==> src/rtl/nyancat_frame_loader_pkg.sv <==
// Shared definitions for the nyancat loader and renderer: the byte-stream
// protocol codes, the default frame geometry and the memory-port widths.
package nyancat_frame_loader_pkg;

    // Byte-stream protocol
    localparam logic [7:0] SYNC_BYTE   = 8'hA5;
    localparam logic [7:0] CMD_PALETTE = 8'h01;
    localparam logic [7:0] CMD_FRAME   = 8'h02;

    // Default animation geometry
    localparam int unsigned DEF_NUM_FRAMES = 12;
    localparam int unsigned DEF_FRAME_W    = 64;
    localparam int unsigned DEF_FRAME_H    = 64;

    // Frame memory holds one 4-bit character index per location;
    // palette memory holds 16 RRGGBB entries.
    localparam int unsigned FM_DATA_W   = 4;
    localparam int unsigned PM_DATA_W   = 6;
    localparam int unsigned PM_ADDR_W   = 4;
    localparam int unsigned PAL_ENTRIES = 16;

endpackage

==> src/rtl/nyancat_frame_loader.sv <==
// Byte-stream loader for the nyancat frame and palette memories.
// Stream format: A5 01 <16 palette bytes>  or  A5 02 <frame idx> <W*H/2 bytes>.
// Each frame byte carries two character indices, high nibble first.
module nyancat_frame_loader
    import nyancat_frame_loader_pkg::*;
#(
    parameter int unsigned NUM_FRAMES = DEF_NUM_FRAMES,
    parameter int unsigned FRAME_W    = DEF_FRAME_W,
    parameter int unsigned FRAME_H    = DEF_FRAME_H
) (
    input  logic                                              px_clk,
    input  logic                                              reset,
    input  logic                                              s_valid,
    input  logic [7:0]                                        s_data,
    output logic                                              s_ready,
    output logic                                              fm_we,
    output logic [$clog2(NUM_FRAMES*FRAME_W*FRAME_H)-1:0]     fm_addr,
    output logic [FM_DATA_W-1:0]                              fm_wdata,
    output logic                                              pm_we,
    output logic [PM_ADDR_W-1:0]                              pm_addr,
    output logic [PM_DATA_W-1:0]                              pm_wdata,
    output logic                                              busy,
    output logic                                              done,
    output logic                                              err
);

    localparam int unsigned FRAME_SIZE  = FRAME_W * FRAME_H;
    localparam int unsigned FRAME_BYTES = FRAME_SIZE / 2;
    localparam int unsigned ADDR_W      = $clog2(NUM_FRAMES * FRAME_SIZE);
    // Shared by the frame byte count and the palette entry count
    localparam int unsigned CNT_W       = $clog2(FRAME_BYTES + PAL_ENTRIES);

    localparam logic [2:0] ST_IDLE   = 3'd0;
    localparam logic [2:0] ST_CMD    = 3'd1;
    localparam logic [2:0] ST_FIDX   = 3'd2;
    localparam logic [2:0] ST_FRAME  = 3'd3;
    localparam logic [2:0] ST_LOWNIB = 3'd4;
    localparam logic [2:0] ST_PAL    = 3'd5;

    logic [2:0]           state_q, state_d;
    logic [ADDR_W-1:0]    base_q, base_d;
    logic [CNT_W-1:0]     cnt_q, cnt_d;
    logic [3:0]           lo_q, lo_d;
    logic                 err_d, busy_d, done_d, s_ready_d;
    logic                 fm_we_d, pm_we_d;
    logic [ADDR_W-1:0]    fm_addr_d;
    logic [FM_DATA_W-1:0] fm_wdata_d;
    logic [PM_ADDR_W-1:0] pm_addr_d;
    logic [PM_DATA_W-1:0] pm_wdata_d;
    logic                 accept;

    assign accept = s_valid && s_ready;

    // Protocol decode and next values of every registered output
    always_comb begin
        state_d    = state_q;
        base_d     = base_q;
        cnt_d      = cnt_q;
        lo_d       = lo_q;
        err_d      = err;
        done_d     = 1'b0;
        fm_we_d    = 1'b0;
        fm_addr_d  = fm_addr;
        fm_wdata_d = fm_wdata;
        pm_we_d    = 1'b0;
        pm_addr_d  = pm_addr;
        pm_wdata_d = pm_wdata;
        case (state_q)
            ST_IDLE: begin
                if (accept && s_data == SYNC_BYTE) begin
                    state_d = ST_CMD;
                    err_d   = 1'b0;
                end
            end
            ST_CMD: begin
                if (accept) begin
                    cnt_d = '0;
                    if (s_data == CMD_PALETTE) begin
                        state_d = ST_PAL;
                    end else if (s_data == CMD_FRAME) begin
                        state_d = ST_FIDX;
                    end else begin
                        state_d = ST_IDLE;
                        err_d   = 1'b1;
                    end
                end
            end
            ST_FIDX: begin
                if (accept) begin
                    if (32'(s_data) < NUM_FRAMES) begin
                        base_d  = ADDR_W'(32'(s_data) * FRAME_SIZE);
                        cnt_d   = '0;
                        state_d = ST_FRAME;
                    end else begin
                        state_d = ST_IDLE;
                        err_d   = 1'b1;
                    end
                end
            end
            ST_FRAME: begin
                // 0xA5 here is payload; no resync inside a frame
                if (accept) begin
                    fm_we_d    = 1'b1;
                    fm_addr_d  = base_q + (ADDR_W'(cnt_q) << 1);
                    fm_wdata_d = s_data[7:4];
                    lo_d       = s_data[3:0];
                    state_d    = ST_LOWNIB;
                end
            end
            ST_LOWNIB: begin
                fm_we_d    = 1'b1;
                fm_addr_d  = fm_addr + 1'b1;
                fm_wdata_d = lo_q;
                cnt_d      = cnt_q + 1'b1;
                if (cnt_q == CNT_W'(FRAME_BYTES - 1)) begin
                    done_d  = 1'b1;
                    state_d = ST_IDLE;
                end else begin
                    state_d = ST_FRAME;
                end
            end
            ST_PAL: begin
                if (accept) begin
                    pm_we_d    = 1'b1;
                    pm_addr_d  = cnt_q[PM_ADDR_W-1:0];
                    pm_wdata_d = s_data[PM_DATA_W-1:0];
                    cnt_d      = cnt_q + 1'b1;
                    if (cnt_q == CNT_W'(PAL_ENTRIES - 1)) begin
                        done_d  = 1'b1;
                        state_d = ST_IDLE;
                    end
                end
            end
            default: state_d = ST_IDLE;
        endcase
        s_ready_d = (state_d != ST_LOWNIB);
        busy_d    = (state_d != ST_IDLE) || fm_we_d || pm_we_d;
    end

    // State and output registers; reset drops any pending low-nibble write
    always_ff @(posedge px_clk) begin
        if (reset) begin
            state_q  <= ST_IDLE;
            base_q   <= '0;
            cnt_q    <= '0;
            lo_q     <= '0;
            s_ready  <= 1'b1;
            fm_we    <= 1'b0;
            fm_addr  <= '0;
            fm_wdata <= '0;
            pm_we    <= 1'b0;
            pm_addr  <= '0;
            pm_wdata <= '0;
            busy     <= 1'b0;
            done     <= 1'b0;
            err      <= 1'b0;
        end else begin
            state_q  <= state_d;
            base_q   <= base_d;
            cnt_q    <= cnt_d;
            lo_q     <= lo_d;
            s_ready  <= s_ready_d;
            fm_we    <= fm_we_d;
            fm_addr  <= fm_addr_d;
            fm_wdata <= fm_wdata_d;
            pm_we    <= pm_we_d;
            pm_addr  <= pm_addr_d;
            pm_wdata <= pm_wdata_d;
            busy     <= busy_d;
            done     <= done_d;
            err      <= err_d;
        end
    end

endmodule

==> config.mk <==
export PLATFORM = sky130hd
export DESIGN_NAME = nyancat_frame_loader
export DESIGN_NICKNAME = d
export VERILOG_FILES = /design/src/rtl/nyancat_frame_loader_pkg.sv /design/src/rtl/nyancat_frame_loader.sv
export SDC_FILE = /design/constraint.sdc
export NUM_CORES = 1
export LEC_CHECK = 0
export ABC_AREA = 0
export BUFFER_PORTS_ARGS = -buffer_cell sky130_fd_sc_hd__buf_2
export CAP_MARGIN = 20
export CORE_AREA = 4 4 90 92
export DETAILED_ROUTE_END_ITERATION = 16
export DIE_AREA = 0 0 94 96
export GPL_TIMING_DRIVEN = 1
export PLACE_DENSITY_LB_ADDON = 0.08
export SLEW_MARGIN = 20
export SYNTH_ARGS = -nofsm -noshare
export SYNTH_HDL_FRONTEND = slang
export SYNTH_SLANG_ARGS = --single-unit
==> constraint.sdc <==
create_clock -name px_clk -period 2.6 [get_ports px_clk]
set_input_delay 0.13 -clock px_clk [delete_from_list [all_inputs] [get_ports px_clk]]
set_output_delay 0.13 -clock px_clk [all_outputs]
set_load 0.02 [all_outputs]
==> results.cfg <==
[run_status]
status = complete, no violations

[floorplan]
die_w_um = 94
fp.dieH_um = 96
rows = 31
initial_core_util_pct = 39.5
core_area_um2 = 7210
pin_count = 47
die_area_um2 = 9020

[synthesis]
synth_top_area_cell = dfxtp_1
synth_simple_gate_area_share_pct = 24.8
synth_area_leaders = dfxtp_1, a21oi_1, nor2_1, nand2_1, o21ai_0
synth_xor_xnor_area_share_pct = 4.30
ys_seq_area_share_pct = 41.4
synthMuxAreaShare_pct = 1.40
synth_compound_area_share_pct = 22.0
netlist_area_um2 = 2850
synth-edff-count = 0
ys_seq_elements = 59
avgSynthCellArea_um2 = 8.36
netlist_instances = 341
synth_cell_type_count = 56
synth.net_count = 356
synth-adder-area-share_pct = 1.76
synth_top_family_by_area = simple AND/OR/NAND/NOR gates
synth_warnings = 0
synth_flop_cell = dfxtp_1
synthArstFlopShare_pct = 0
synth_top_area_share_pct = 41.4

[sta]
drv_slew = 0
worst_slack_ns = 0.433
finalCritPeriodShare_pct = 83.3
rsz0062_at_grt = no
finalHoldViolCount = 0
tns_ns = 0
skew_ns = 0.00961
slew_headroom_pct = 63.6
setup_viol = 0
min_period_ns = 2.17
worstMarginPinSlew_ns = 0.541
fmax_ghz = 0.462

[grt]
grtUsageTotal_pct = 17.8
grt_max_degree = 42
grt_pass1_vias = 2386
grt_overflow = 0
grt_pass1_wl_mm = 12.4
antenna_found_initial = 0

[critical_path]
crit_family = simple AND/OR/NAND/NOR gates
cp.buffers_inverters = 0
worst_setup_path_end_kind = flip-flop
worst-path-max-fanout = 9
crit_chain = or3b_1 > or2_0 > or4_1 > a31oi_1
critical_path.max_stage_delay_ns = 0.51
r2r_slack_ns = 0.43
arrival_ns = 2.42
worst-setup-path-type = flip-flop to flip-flop
start_kind = flip-flop
slowest_stage = or4_1
crit_required_ns = 2.85

[placement]
hpwlAfterDp_mm = 5.43
io_buffer_count = 46
dpl_worst_slack_ns = 0.478
placed_area_um2 = 3190
routabilityCongestion = 0.868

[run]
cap_violations = 0

[clock_tree]
ctsResizeCount = 0
htreeDepth = 3
path_clk_slew_ns = 0.08
cts_hold_buf = 0
cts_buffer_depth = 2
clockRootBuffer = clkbuf_8
clock_insertion_delay_worst_skew_ns = 0.33
post_cts_buffers = 0
cts.sinks = 59
numCtsBuffers = 9
cts_tree = done

[finish]
antenna_cells = 0
final_cell_mix = dfxtp_1, buf_2, nor2_1, a21oi_1, nand2_1
num-nets-final = 405
final_common_cell = dfxtp_1
area_growth_pct = 19.7
fin_area_um2 = 3410
drive_above_1_share_pct = 21.8

[route]
dr.pass1.iters = 4
wl_mm = 7.68
post_drt_via_cell_ratio = 5.36
vias = 2650
detail-route-antenna-nets = 0
drc = 0
drt_iter0_drc = 162
wire_per_inst_um = 15.6

[power]
cell_internal_pwr_uw = 1480
p_sw_share_pct = 22.1
vdd_ir_drop_max_mv = 0.262
power_frac_seq_pct = 47.4
pwr-share-clk_pct = 49.9
p_comb_share_pct = 2.7
power_density_nw_per_um2 = 558
leakage_uw = 0.00131
p_sw_uw = 422

[min_path]
hold_class = input pin to flip-flop
worst register-to-register path: stages (launching register included):
cell	delay, ns
dfxtp_1	0.48
or3b_1	0.50
or2_0	0.41
or4_1	0.51
a31oi_1	0.18
cell usage after synthesis (all sizes together) (3+ instances only):
library cell and instances:
nand3 12, dfxtp 59, nor2 41, a21oi 40, o21ai 22, a31oi 6
nor3 7, or4 3, nand2 36, o211ai 4, and2 3, o21a 3
nor4 5, xor2 11, nand4 6, mux2i 4, clkbuf 15, ha 4
or2 3, o2111ai 6, and3 4, nand2b 4, a22oi 7, buf 6
xnor2 3
path summary, 6_finish.rpt:
path | endpoint | from | cells after the start
worst min-delay path | pm_wdata[5]$_SDFFE_PP0P_ | s_data[5] | 3
worst min register to register | fm_wdata[2]$_SDFFE_PP0P_ | fm_wdata[2]$_SDFFE_PP0P_ | 2
worst max-delay path | fm_addr[11]$_SDFFE_PP0P_ | state_q[2]$_SDFF_PP0_ | 4
worst max register to register | fm_addr[11]$_SDFFE_PP0P_ | state_q[2]$_SDFF_PP0_ | 4
registers in the layout, summed over array words and instances, names as in the netlist:
register and cells:
base_q 4, busy 1, cnt_q 12, done 1, err 1, fm_addr 16
fm_wdata 4, fm_we 1, lo_q 4, pm_addr 4, pm_wdata 6, pm_we 1
s_ready 1, state_q 3
logic make-up after synthesis:
kind of cell	after synthesis
AND/OR/NAND/NOR	138
AO/OA/AOI/OAI	99
flip-flops	59
buffers and inverters	23
XOR/XNOR	14
multiplexers	4
adder cells (fa/ha/maj)	4
final cells by class:
class / instances / area [um^2]
inverters: 2 / 7.51
multi-input cells: 259 / 1550
clock buffers: 10 / 138
repair buffers: 59 / 328
fillers: 726 / 3800
clock inverters: 6 / 88.8
flip-flops and latches: 59 / 1180
well taps: 99 / 124
routing by layer:
metal	GRT usage [%]	vias to the layer above	wire (um)
li1	-	1347	-
met1	26.0	1234	3860
met5	0	-	0
met3	3.91	6	335
met2	25.5	63	3420
met4	6.38	0	69
power by group through the flow:
stage / clock network (uW) / logic (uW) / registers [uW]
final: 950 / 51.8 / 903
after global routing: 1020 / 56.3 / 903
after CTS: 971 / 51.9 / 903
after detailed placement: 0 / 51.9 / 924
after global placement: 0 / 52.5 / 924
after floorplan: 0 / 26.3 / 924
stage by stage:
stage,hold slack (ns),total power [uW],instances,utilization [%]
after floorplan,0.266,950,341,-
after global placement,0.409,977,478,44.2
after detailed placement,0.408,976,478,44.2
after CTS,0.0408,1930,494,47.3
after global routing,0.0498,1980,494,47.3
final,0.0548,1900,494,47.3
Note: power is estimated with default switching activity, not from simulation.
